==> src/rtl/mul_pkg.sv <==
// Shared definitions for the sequential shift-add multiplier.
// Holds the default operand width, the controller state encoding and
// the iteration counter width.
package mul_pkg;

   localparam int MUL_WIDTH = 32;

   typedef enum logic [1:0] {
      IDLE = 2'd0,
      RUN  = 2'd1,
      FIN  = 2'd2
   } mul_state_e;

   // The counter must reach WIDTH-1 and also hold the remaining-shift
   // arithmetic, hence one bit more than log2 of the width.
   function automatic int cnt_width(input int width);
      return $clog2(width) + 1;
   endfunction

   localparam int MUL_CNT_W = cnt_width(MUL_WIDTH);

endpackage

==> src/rtl/mul_step.sv <==
// One combinational shift-add iteration of the unsigned multiplier.
// The accumulator holds {partial product, unprocessed multiplier bits};
// the add may carry out of the upper half and that carry is shifted back in.
module mul_step
   import mul_pkg::*;
#(
   parameter int WIDTH = MUL_WIDTH
) (
   input  logic [2*WIDTH-1:0] acc_i,
   input  logic [WIDTH-1:0]   mcand_i,
   output logic [2*WIDTH-1:0] acc_o
);

   logic [WIDTH:0] upper;

   // Conditionally add the multiplicand to the upper half, then shift right
   always_comb begin
      upper = {1'b0, acc_i[2*WIDTH-1:WIDTH]};
      if (acc_i[0]) begin
         upper = upper + {1'b0, mcand_i};
      end
      acc_o = {upper, acc_i[WIDTH-1:1]};
   end

endmodule

==> src/rtl/mul_ctrl.sv <==
// Multi-cycle signed/unsigned multiplier controller.
// Operands are captured as magnitudes, multiplied by mul_step one bit per
// RUN cycle, and the sign is restored when the product is written to hi/lo.
// Optional macro MUL_EARLY_TERM_EN ends RUN once the remaining multiplier
// bits are all zero and right-aligns the partial product accordingly.
module mul_ctrl
   import mul_pkg::*;
#(
   parameter int WIDTH = MUL_WIDTH
) (
   input  logic             clk,
   input  logic             rst_n,
   input  logic             start,
   input  logic             is_signed,
   input  logic [WIDTH-1:0] a,
   input  logic [WIDTH-1:0] b,
   input  logic             flush,
   output logic             busy,
   output logic             done,
   output logic [WIDTH-1:0] hi,
   output logic [WIDTH-1:0] lo
);

   localparam int CntW = cnt_width(WIDTH);

   mul_state_e         state_q;
   logic [2*WIDTH-1:0] acc_q;
   logic [2*WIDTH-1:0] acc_d;
   logic [WIDTH-1:0]   mcand_q;
   logic [CntW-1:0]    cnt_q;
   logic               neg_q;
   logic               busy_q;
   logic               done_q;
   logic [WIDTH-1:0]   hi_q;
   logic [WIDTH-1:0]   lo_q;
`ifdef MUL_EARLY_TERM_EN
   logic [WIDTH-2:0]   rem_q;
   logic [CntW-1:0]    shamt;
`endif

   logic               startOk;
   logic               lastStep;
   logic [WIDTH-1:0]   absA;
   logic [WIDTH-1:0]   absB;
   logic [2*WIDTH-1:0] aligned;
   logic [2*WIDTH-1:0] result;

   mul_step #(.WIDTH(WIDTH)) u_step (
      .acc_i   (acc_q),
      .mcand_i (mcand_q),
      .acc_o   (acc_d)
   );

   // Operand magnitudes, termination test and sign-corrected final product
   always_comb begin
      startOk = start && !flush;
      absA    = (is_signed && a[WIDTH-1]) ? (~a + 1'b1) : a;
      absB    = (is_signed && b[WIDTH-1]) ? (~b + 1'b1) : b;
`ifdef MUL_EARLY_TERM_EN
      lastStep = (cnt_q == CntW'(WIDTH - 1)) || (rem_q == '0);
      shamt    = CntW'(WIDTH - 1) - cnt_q;
      aligned  = acc_d >> shamt;
`else
      lastStep = (cnt_q == CntW'(WIDTH - 1));
      aligned  = acc_d;
`endif
      result = neg_q ? (~aligned + 1'b1) : aligned;
   end

   // Controller FSM with datapath registers and registered busy/done
   always_ff @(posedge clk or negedge rst_n) begin
      if (!rst_n) begin
         state_q <= IDLE;
         acc_q   <= '0;
         mcand_q <= '0;
         cnt_q   <= '0;
         neg_q   <= 1'b0;
         busy_q  <= 1'b0;
         done_q  <= 1'b0;
         hi_q    <= '0;
         lo_q    <= '0;
`ifdef MUL_EARLY_TERM_EN
         rem_q   <= '0;
`endif
      end else begin
         done_q <= 1'b0;
         case (state_q)
            IDLE, FIN: begin
               busy_q <= startOk;
               if (startOk) begin
                  state_q <= RUN;
                  mcand_q <= absA;
                  acc_q   <= {{WIDTH{1'b0}}, absB};
                  cnt_q   <= '0;
                  neg_q   <= is_signed && (a[WIDTH-1] ^ b[WIDTH-1]);
`ifdef MUL_EARLY_TERM_EN
                  rem_q   <= absB[WIDTH-1:1];
`endif
               end else begin
                  state_q <= IDLE;
               end
            end
            RUN: begin
               if (flush) begin
                  state_q <= IDLE;
                  busy_q  <= 1'b0;
               end else if (lastStep) begin
                  state_q <= FIN;
                  busy_q  <= 1'b0;
                  done_q  <= 1'b1;
                  hi_q    <= result[2*WIDTH-1:WIDTH];
                  lo_q    <= result[WIDTH-1:0];
               end else begin
                  acc_q <= acc_d;
                  cnt_q <= cnt_q + 1'b1;
`ifdef MUL_EARLY_TERM_EN
                  rem_q <= rem_q >> 1;
`endif
               end
            end
            default: begin
               state_q <= IDLE;
               busy_q  <= 1'b0;
            end
         endcase
      end
   end

   assign busy = busy_q;
   assign done = done_q;
   assign hi   = hi_q;
   assign lo   = lo_q;

endmodule

==> config.mk <==
export PLATFORM = sky130hd
export DESIGN_NAME = mul_ctrl
export DESIGN_NICKNAME = d
export VERILOG_FILES = /design/src/rtl/mul_pkg.sv /design/src/rtl/mul_step.sv /design/src/rtl/mul_ctrl.sv
export SDC_FILE = /design/constraint.sdc
export NUM_CORES = 1
export LEC_CHECK = 0
export CELL_PAD_IN_SITES_DETAIL_PLACEMENT = 1
export CELL_PAD_IN_SITES_GLOBAL_PLACEMENT = 1
export CORE_UTILIZATION = 45
export DETAILED_ROUTE_END_ITERATION = 6
export PLACE_DENSITY = 0.87
export SYNTH_ARGS = -nofsm -noshare
export SYNTH_HDL_FRONTEND = slang
export SYNTH_SLANG_ARGS = --single-unit
==> constraint.sdc <==
create_clock -name clk -period 7.64 [get_ports clk]
set_clock_uncertainty 0.1 [all_clocks]
set_input_delay 0.764 -clock clk [delete_from_list [all_inputs] [get_ports clk]]
set_output_delay 0.764 -clock clk [all_outputs]
set_load 0.05 [all_outputs]
# Yosys cells after proc, flatten, opt, wreduce, memory -nomap -nowiden
# Index checks and enable logic that the tools add are counted.
[totals]
reg_bits = 171
in_bits = 69
out_inout_bits = 66
word_cells = 59
[classes]
add_sub_neg = 5
n_eq_ne = 7
muxes = 22
bitwise = 5
n_reduce_logical = 11
[ops]
columns = ["operator", "n"]
rows = [
  ["64-bit two-way mux", 4],
  ["64-bit case mux with 2 select lines", 1],
  ["32-bit by 1-bit adder with 32-bit output, second input constant", 2],
  ["64-bit by 1-bit adder with 64-bit output, second input constant", 1],
  ["32-bit two-way mux", 2],
  ["32-bit inverter", 2],
  ["64-bit inverter", 1],
  ["32-bit by 32-bit adder with 33-bit output", 1],
  ["33-bit two-way mux", 1],
  ["6-bit two-way mux", 3],
  ["6-bit case mux with 2 select lines", 1],
  ["6-bit by 1-bit adder with 6-bit output, second input constant", 1],
  ["6-bit by 5-bit equality test with 1-bit output, second input constant", 1],
  ["1-bit two-way mux", 6],
  ["2-bit != test, second input constant", 3],
  ["1-bit logical AND", 4],
  ["2-bit two-way mux", 2],
  ["2-bit case mux with 2 select lines", 1],
  ["4-bit AND reduction", 1],
  ["3-bit != test, second input constant", 1],
  ["3-bit AND reduction", 1],
  ["2-bit by 1-bit equality test with 1-bit output, second input constant", 1],
  ["2-bit equality test, second input constant", 1],
  ["2-bit zero test", 1],
  ["other kinds (7)", 7],
]

# Depth between registers and ports, before layout
# Gate-level depths: netlist of the first run.
[depth]
ltp_word = 5
mapped_depth = 13
ltp_nobuf = 13

# By module
# Synthesis of the first run repeated with hierarchy kept, for this count alone.
[hier_totals]
hier_cells = 1439
hier_area_um2 = 12016.5
[modules_own_cells]
columns = ["mod", "n_inst", "cells_each", "area_per_inst_um2", "seq_area_each_um2"]
rows = [
  ["mul_ctrl", 1, 1072, 9456.6, 4254.1],
  ["mul_step", 1, 367, 2560.0, 0.0],
]

# Least setup slack after synthesis of the first run
# OpenSTA, ideal clock, no wires.
[synth_timing]
kind = "register -> register"
from = "reg acc_q[32]"
to = "reg hi_q[31] (netlist: hi[31])"
setup_ps = 130
arrival_ps = 3555
required_time_ps = 7410
path_slack_ps = 3855
path_stages_with_launch = 14
n_path_buf = 0
synth_period_minus_slack_ps = 3785
cell_sequence = "dfrtp_1 ha_1 fa_1 a21o_1 a221o_1 a22o_1 nor3_2 o31ai_2 or2_0 or3_1 or4_4 o31ai_4 xnor2_1 o21ai_1"
[synth_between]
elab_chain_cells = 5
[synth_rtl]
columns = ["item", "line_no", "text"]
rows = [
  ["start: declaration", "mul_ctrl.sv:27", "logic [2*WIDTH-1:0] acc_q;"],
  ["start signal: assignment", "mul_ctrl.sv:93", "acc_q <= {{WIDTH{1'b0}}, absB};"],
  ["32-bit by 32-bit adder with 33-bit output", "mul_step.sv:20", "upper = upper + {1'b0, mcand_i};"],
  ["33-bit two-way mux *", "mul_step.sv:19", "if (acc_i[0]) begin"],
  ["64-bit inverter", "mul_ctrl.sv:67", "result = neg_q ? (~aligned + 1'b1) : aligned;"],
  ["64-bit by 1-bit adder with 64-bit output", "mul_ctrl.sv:67", ""],
  ["64-bit two-way mux *", "mul_ctrl.sv:67", ""],
  ["end signal: assignment", "mul_ctrl.sv:111", "hi_q <= result[2*WIDTH-1:WIDTH];"],
  ["end: declaration", "mul_ctrl.sv:34", "logic [WIDTH-1:0] hi_q;"],
]
# Every way passes the cells marked *; elsewhere a longest branch is shown, timed or not.
# A chain may end at the register's enable or synchronous reset.

# Worst setup path in the final report of the first run
# Ends and elaborated chain as after synthesis.

==> results.yml, run 1 <==
detailed_routing:
  via_per_inst: 6.09
  ant_nets: 0
  wirelength_um: 40100
  drtIter0Drc: 791
  via_count: 11200
  post_drt_wl_per_cell_um: 21.8
  drc: 0
  drt_pass1_iterations: 7
worst_setup_path:
  cpPeakStageDelay_ps: 550
  cpLargestDelayFamily: "compound AO/OA/AOI/OAI gates"
  worst_setup_path_start_kind: "register"
  cp_num_buf_inv: 0
  crit_path_end_kind: "register"
  worst_path_max_delay_cell: "or4_4"
  worstPathCellList: "ha_1, fa_1, a21o_1, a221oi_2, o221ai_1, xor2_1, mux2i_1, nand2_1, or3_1, or4_4, o31ai_4, xnor2_1, o21ai_1"
  crit_arrival_ps: 4790
  required_ps: 7840
  crit_path_max_fanout: 4
  critPathKind: "reg2reg"
global_route:
  grt_max_degree: 108
  gr-usage-all-layers_pct: 31.1
  antenna_found_initial: 1
  first_global_vias: 11600
  overflow: 0
  grt_pass1_wl_um: 63300
cts:
  cts_resized: 0
  path_clk_slew_ps: 80
  cts_tree: "yes"
  cts.sinks: 170
  cts_setup_buffers: 0
  cts-htree-levels: 4
  numCtsBuffers: 17
  clkLatencyLatePin_ps: 450
  cts_buffer_depth: 2
  root_buffer: "clkbuf_16"
  hold_buffers: 0
hold_path:
  worst_hold_path_type: "in2async"
sta:
  rsz0062_at_grt: "false"
  hold_ws_ps: 294
  period_needed_ps: 4600
  finalSetupViolations: 0
  worstMarginPinSlew_ps: 1240
  setup-tns-final_ps: 0
  final_max_slew_viol_count: 0
  final.period_utilization_pct: 60.2
  final_hold_viol_count: 0
  max_freq_mhz: 218
  slew_headroom_pct: 17.3
synth:
  synth_compound_area_share_pct: 23.8
  synth_ff_type: "dfrtp_1"
  yosys_warnings: 0
  synthAdderAreaFrac_pct: 4.07
  synth_cell_types: 89
  syn-mean-instance-area_sq_um: 8.19
  synthArstFlopShare_pct: 100
  synth-xor-area-share_pct: 10.0
  synth-simple-area-share_pct: 20.7
  syn_inst: 1412
  syn_nets: 1518
  synth-edff-count: 0
  syn_area_sq_um: 11600
  synth_mux_area_share_pct: 1.22
  ys_seq_area_share_pct: 36.8
  synth_top_family_by_area: "compound AO/OA/AOI/OAI gates"
  ys_seq_elements: 170
finish:
  final_area_sq_um: 13700
  layout_common_cells: "nand2_1 (247), o21ai_0 (198), dfrtp_1 (169), clkdlybuf4s50_1 (133), a21oi_1 (99)"
  drive_above_1_share_pct: 4.82
  area_growth_pct: 18.3
  nets: 1608
  num_antenna_cells: 0
  finalNonFillerCells: 1845
  final_common_cell: "nand2_1"
floorplanning:
  die_y_um: 162
  top_level_ports: 135
  initial_core_util_pct: 45.9
  rows: 58
  die-area_sq_um: 26300
  die_w_um: 162
  core_area_sq_um: 25200
placed_design:
  hpwlAfterDp_um: 29600
  port_buffers: 134
  dpl_cell_area_sq_um: 13100
  dp.cells: 1813
  gp_congestion: 0.900
job:
  max_cap_violations: 0
pwr:
  peakVddDrop_uv: 156
  p_leak_nw: 5.81
  p_per_area_nw_per_um2: 237
outcome:
  outcome: "finished clean"
flip-flops by register name, summed over array words and instances (netlist names):
register and cells:
done 1, busy 1, cnt_q 6, hi 32, lo 32, acc_q 64, mcand_q 32, neg_q 1
state_q 1
final timing paths:
path / startpoint / end / slack (ps) / cells past startpoint
setup reg to reg: acc_q[32]$_DFFE_PN0P_ / hi[31]$_DFFE_PN0P_ / 3040 / 13
setup / recovery: acc_q[32]$_DFFE_PN0P_ / hi[31]$_DFFE_PN0P_ / 3040 / 13
hold / removal: rst_n / lo[5]$_DFFE_PN0P_ / 290 / 1
max in group asynchronous: rst_n / acc_q[37]$_DFFE_PN0P_ / 5430 / 3
hold reg to reg: hi[5]$_DFFE_PN0P_ / hi[5]$_DFFE_PN0P_ / 380 / 2
min in group clk: hi[5]$_DFFE_PN0P_ / hi[5]$_DFFE_PN0P_ / 380 / 2
cell type report:
| type | count | area (sq um) |
|---|---|---|
| Sequential cell | 170 | 4260 |
| Tap cell | 330 | 413 |
| Inverter | 27 | 101 |
| Multi-Input combinational cell | 1141 | 6920 |
| Timing Repair Buffer | 145 | 1430 |
| Fill cell | 3032 | 11500 |
| Clock buffer | 20 | 457 |
| Clock inverter | 12 | 103 |
synth_stat cells (11+ instances only):
master    number  area [sq um]
xor2_1        77           674
or3_1         12          75.1
nand3_1       17          85.1
nor3_1        25           125
and3_1        11          68.8
ha_1          36           450
inv_1         25          93.8
nor4_1        13          81.3
nand2_1      247           927
clkbuf_1      62           233
a21o_1        14           105
o41ai_1       12           105
o31ai_1       31           233
nand4_1       15          93.8
a21oi_1       99           495
nand2b_1      12          75.1
a22o_1        13           114
xnor2_1       55           482
o21ai_0      198           991
dfrtp_1      170          4250
mux2i_1       13           130
nor2_1        96           360
per-layer routing:
layer  vias to the layer above  global-route usage, %  share of wire [%]
met2                       343                   51.5                 48
li1                       5210                      -                  -
met5                         -                      0                  0
met4                         0                   13.9                3.9
met3                        87                   4.09                4.7
met1                      5595                   40.4                 43
through the flow:
stage	util, %	total power [mW]	worst slack [ps]
4_1_cts	54.3	3.23	3070
2_1_floorplan	-	1.94	3860
5_1_grt	54.3	3.39	2880
6_report	54.3	3.24	3040
3_5_place_dp	52.1	2.36	3140
3_3_place_gp	52.1	2.30	3250
power by group:
part	internal [mW]	switching, mW
logic	0.431	0.797
clock network	0.444	0.419
registers	1.01	0.136
cells by family (layout without fill, tap and decap cells):
| kind of cell | count (synthesis) | in the layout |
|---|---|---|
| and+or+nand+nor | 505 | 505 |
| AOI/OAI and AO/OA | 453 | 453 |
| muxes | 14 | 14 |
| xor gates and xnor gates | 132 | 132 |
| buffers and inverters | 101 | 204 |
| adders and majority gates | 37 | 37 |
| DFF | 170 | 170 |
(Power assumes the default switching activity.)
==> run 2: changes to the inputs <==
CORE_UTILIZATION = 39   (was 45)
PLACE_DENSITY = 0.8   (was 0.87)
clock period = 4.2 ns   (was 7.64 ns; I/O delays follow)
==> results.yml, run 2 (same netlist as run 1, synthesis figures left out) <==
cts:
  cts.sinks: 170
  cts-htree-levels: 4
  root_buffer: "clkbuf_16"
  cts_buffer_depth: 2
  path_clk_slew_ps: 70
  cts_tree: "yes"
  clkLatencyLatePin_ps: 450
  numCtsBuffers: 17
worst_setup_path:
  worst_setup_path_start_kind: "register"
  critPathKind: "reg2reg"
  crit_arrival_ps: 4280
  required_ps: 4400
  crit_path_end_kind: "register"
  ff2ff_path_depth: 13
  crit_path_max_fanout: 5
detailed_routing:
  wirelength_um: 39200
  via_count: 11100
  post_drt_wl_per_cell_um: 20.2
  drt_pass1_iterations: 4
  ant_nets: 0
  via_per_inst: 5.75
  drc: 0
  drtIter0Drc: 720
finish:
  num_antenna_cells: 0
  area_growth_pct: 22.6
  drive_above_1_share_pct: 8.17
  layout_common_cells: "nand2_1 (247), o21ai_0 (196), dfrtp_1 (169), clkdlybuf4s50_1 (133), a21oi_1 (97)"
  top_register: "acc_q"
  largest_register_ffs: 64
  final_common_cell: "nand2_1"
  nets: 1648
  fin_util_pct: 49.0
pwr:
  p_clk_share_pct: 26.0
  pwr-share-comb_pct: 39.4
  p_sw_share_pct: 41.6
  peakVddDrop_uv: 324
  p_seq_share_pct: 34.7
  p_int_mw: 3.52
  p_leak_nw: 6.02
  p_sw_mw: 2.51
  p_per_area_nw_per_um2: 425
floorplanning:
  core_area_sq_um: 28900
  die_w_um: 174
  rows: 62
  initial_core_util_pct: 39.9
  die_y_um: 174
  die-area_sq_um: 30300
  top_level_ports: 135
sta:
  final_max_slew_viol_count: 0
  final_hold_viol_count: 0
  hold_ws_ps: 383
  worstMarginPinSlew_ps: 1060
  rsz0062_at_grt: "true"
  max_freq_mhz: 245
  final.period_utilization_pct: 97.2
  finalSetupViolations: 0
  slew_headroom_pct: 28.1
  setup_slack_ps: 116
  period_needed_ps: 4080
global_route:
  grt_max_degree: 104
  overflow: 0
  grt_pass1_wl_um: 62200
  antenna_found_initial: 1
  first_global_vias: 11400
  gr-usage-all-layers_pct: 26.1
placed_design:
  hpwlAfterDp_um: 29800
  pre_cts_ws_ps: 24.3
  port_buffers: 134
  gp_congestion: 0.931
job:
  max_cap_violations: 0
hold_path:
  worst_hold_path_type: "reg2reg"
  min_path_cells: 2
outcome:
  outcome: "finished clean"
[run 2: cell types whose count changed in the layout (fill, tap and decap cells not counted), moves of 2 or more]
| cell | before | now |
|---|---|---|
| o21ai_0 | 198 | 196 |
| o31ai_1 | 31 | 28 |
| a21oi_1 | 99 | 97 |
| a21oi_2 | 0 | 2 |
| clkbuf_8 | 2 | 0 |
| inv_8 | 1 | 4 |
| buf_4 | 11 | 49 |
| o31ai_2 | 1 | 4 |
[run 2: path summary, 6_finish.rpt]
kind | start | end | slack, ps
min | hi[16]$_DFFE_PN0P_ | hi[16]$_DFFE_PN0P_ | 380
max | acc_q[32]$_DFFE_PN0P_ | hi[29]$_DFFE_PN0P_ | 120
max reg2reg | acc_q[32]$_DFFE_PN0P_ | hi[29]$_DFFE_PN0P_ | 120
min reg2reg | hi[16]$_DFFE_PN0P_ | hi[16]$_DFFE_PN0P_ | 380
min in group asynchronous | rst_n | lo[19]$_DFFE_PN0P_ | 440
max in group asynchronous | rst_n | mcand_q[14]$_DFFE_PN0P_ | 2470
[run 2: worst max-delay path, stage by stage (launching register included)]
cell	delay, ps
dfrtp_1	420
ha_4	200
fa_2	350
a21o_1	190
a221o_1	430
a22oi_2	240
a211oi_1	150
or3_1	350
a211oi_1	320
a31oi_1	210
o21bai_1	320
o31ai_1	410
xnor2_1	170
o21ai_1	70
[run 2: final cells by class]
| type | instances | area, sq um |
|---|---|---|
| Fill cell | 3441 | 14800 |
| Multi-Input combinational cell | 1141 | 7020 |
| Sequential cell | 170 | 4260 |
| Timing Repair Buffer | 185 | 1740 |
| Tap cell | 384 | 480 |
| Clock buffer | 17 | 425 |
| Clock inverter | 15 | 148 |
| Inverter | 27 | 101 |
[run 2: what timing repair did]
| item | 4_1_cts | 5_1_grt |
|---|---|---|
| setup endpoints to repair | 3 | 10 |
| endpoints found under the hold margin | 63 | 0 |
| pin swaps | 1 | 7 |
| setup buffers | 0 | 0 |
| hold buffers | 1 | 0 |
| cloned | 0 | 0 |
| gates resized for setup | 1 | 19 |
[run 2: layer usage]
metal / up-vias / track usage (%) / wire length (um)
met5: - / 0 / 11
met2: 237 / 43.1 / 18500
met3: 74 / 4.37 / 1540
met4: 2 / 9.80 / 1290
li1: 5313 / - / -
met1: 5518 / 34.1 / 17800
[run 2: power by group through the flow]
stage	logic, mW	clock network (mW)	registers [mW]
after global placement	2.24	0	2.10
after global routing	2.58	1.66	2.12
after detailed placement	2.29	0	2.12
final	2.37	1.57	2.09
after floorplan	1.40	0	2.13
after CTS	2.32	1.59	2.09
[run 2: through the flow]
step	cell area, sq um	total power, mW	setup TNS (ps)	cells
after floorplan	11600	3.53	0	1412
after global placement	13500	4.34	0	1906
after detailed placement	13500	4.41	0	1906
after CTS	14100	6.00	0	1939
after global routing	14200	6.36	-173	1939
final	14200	6.03	0	1939
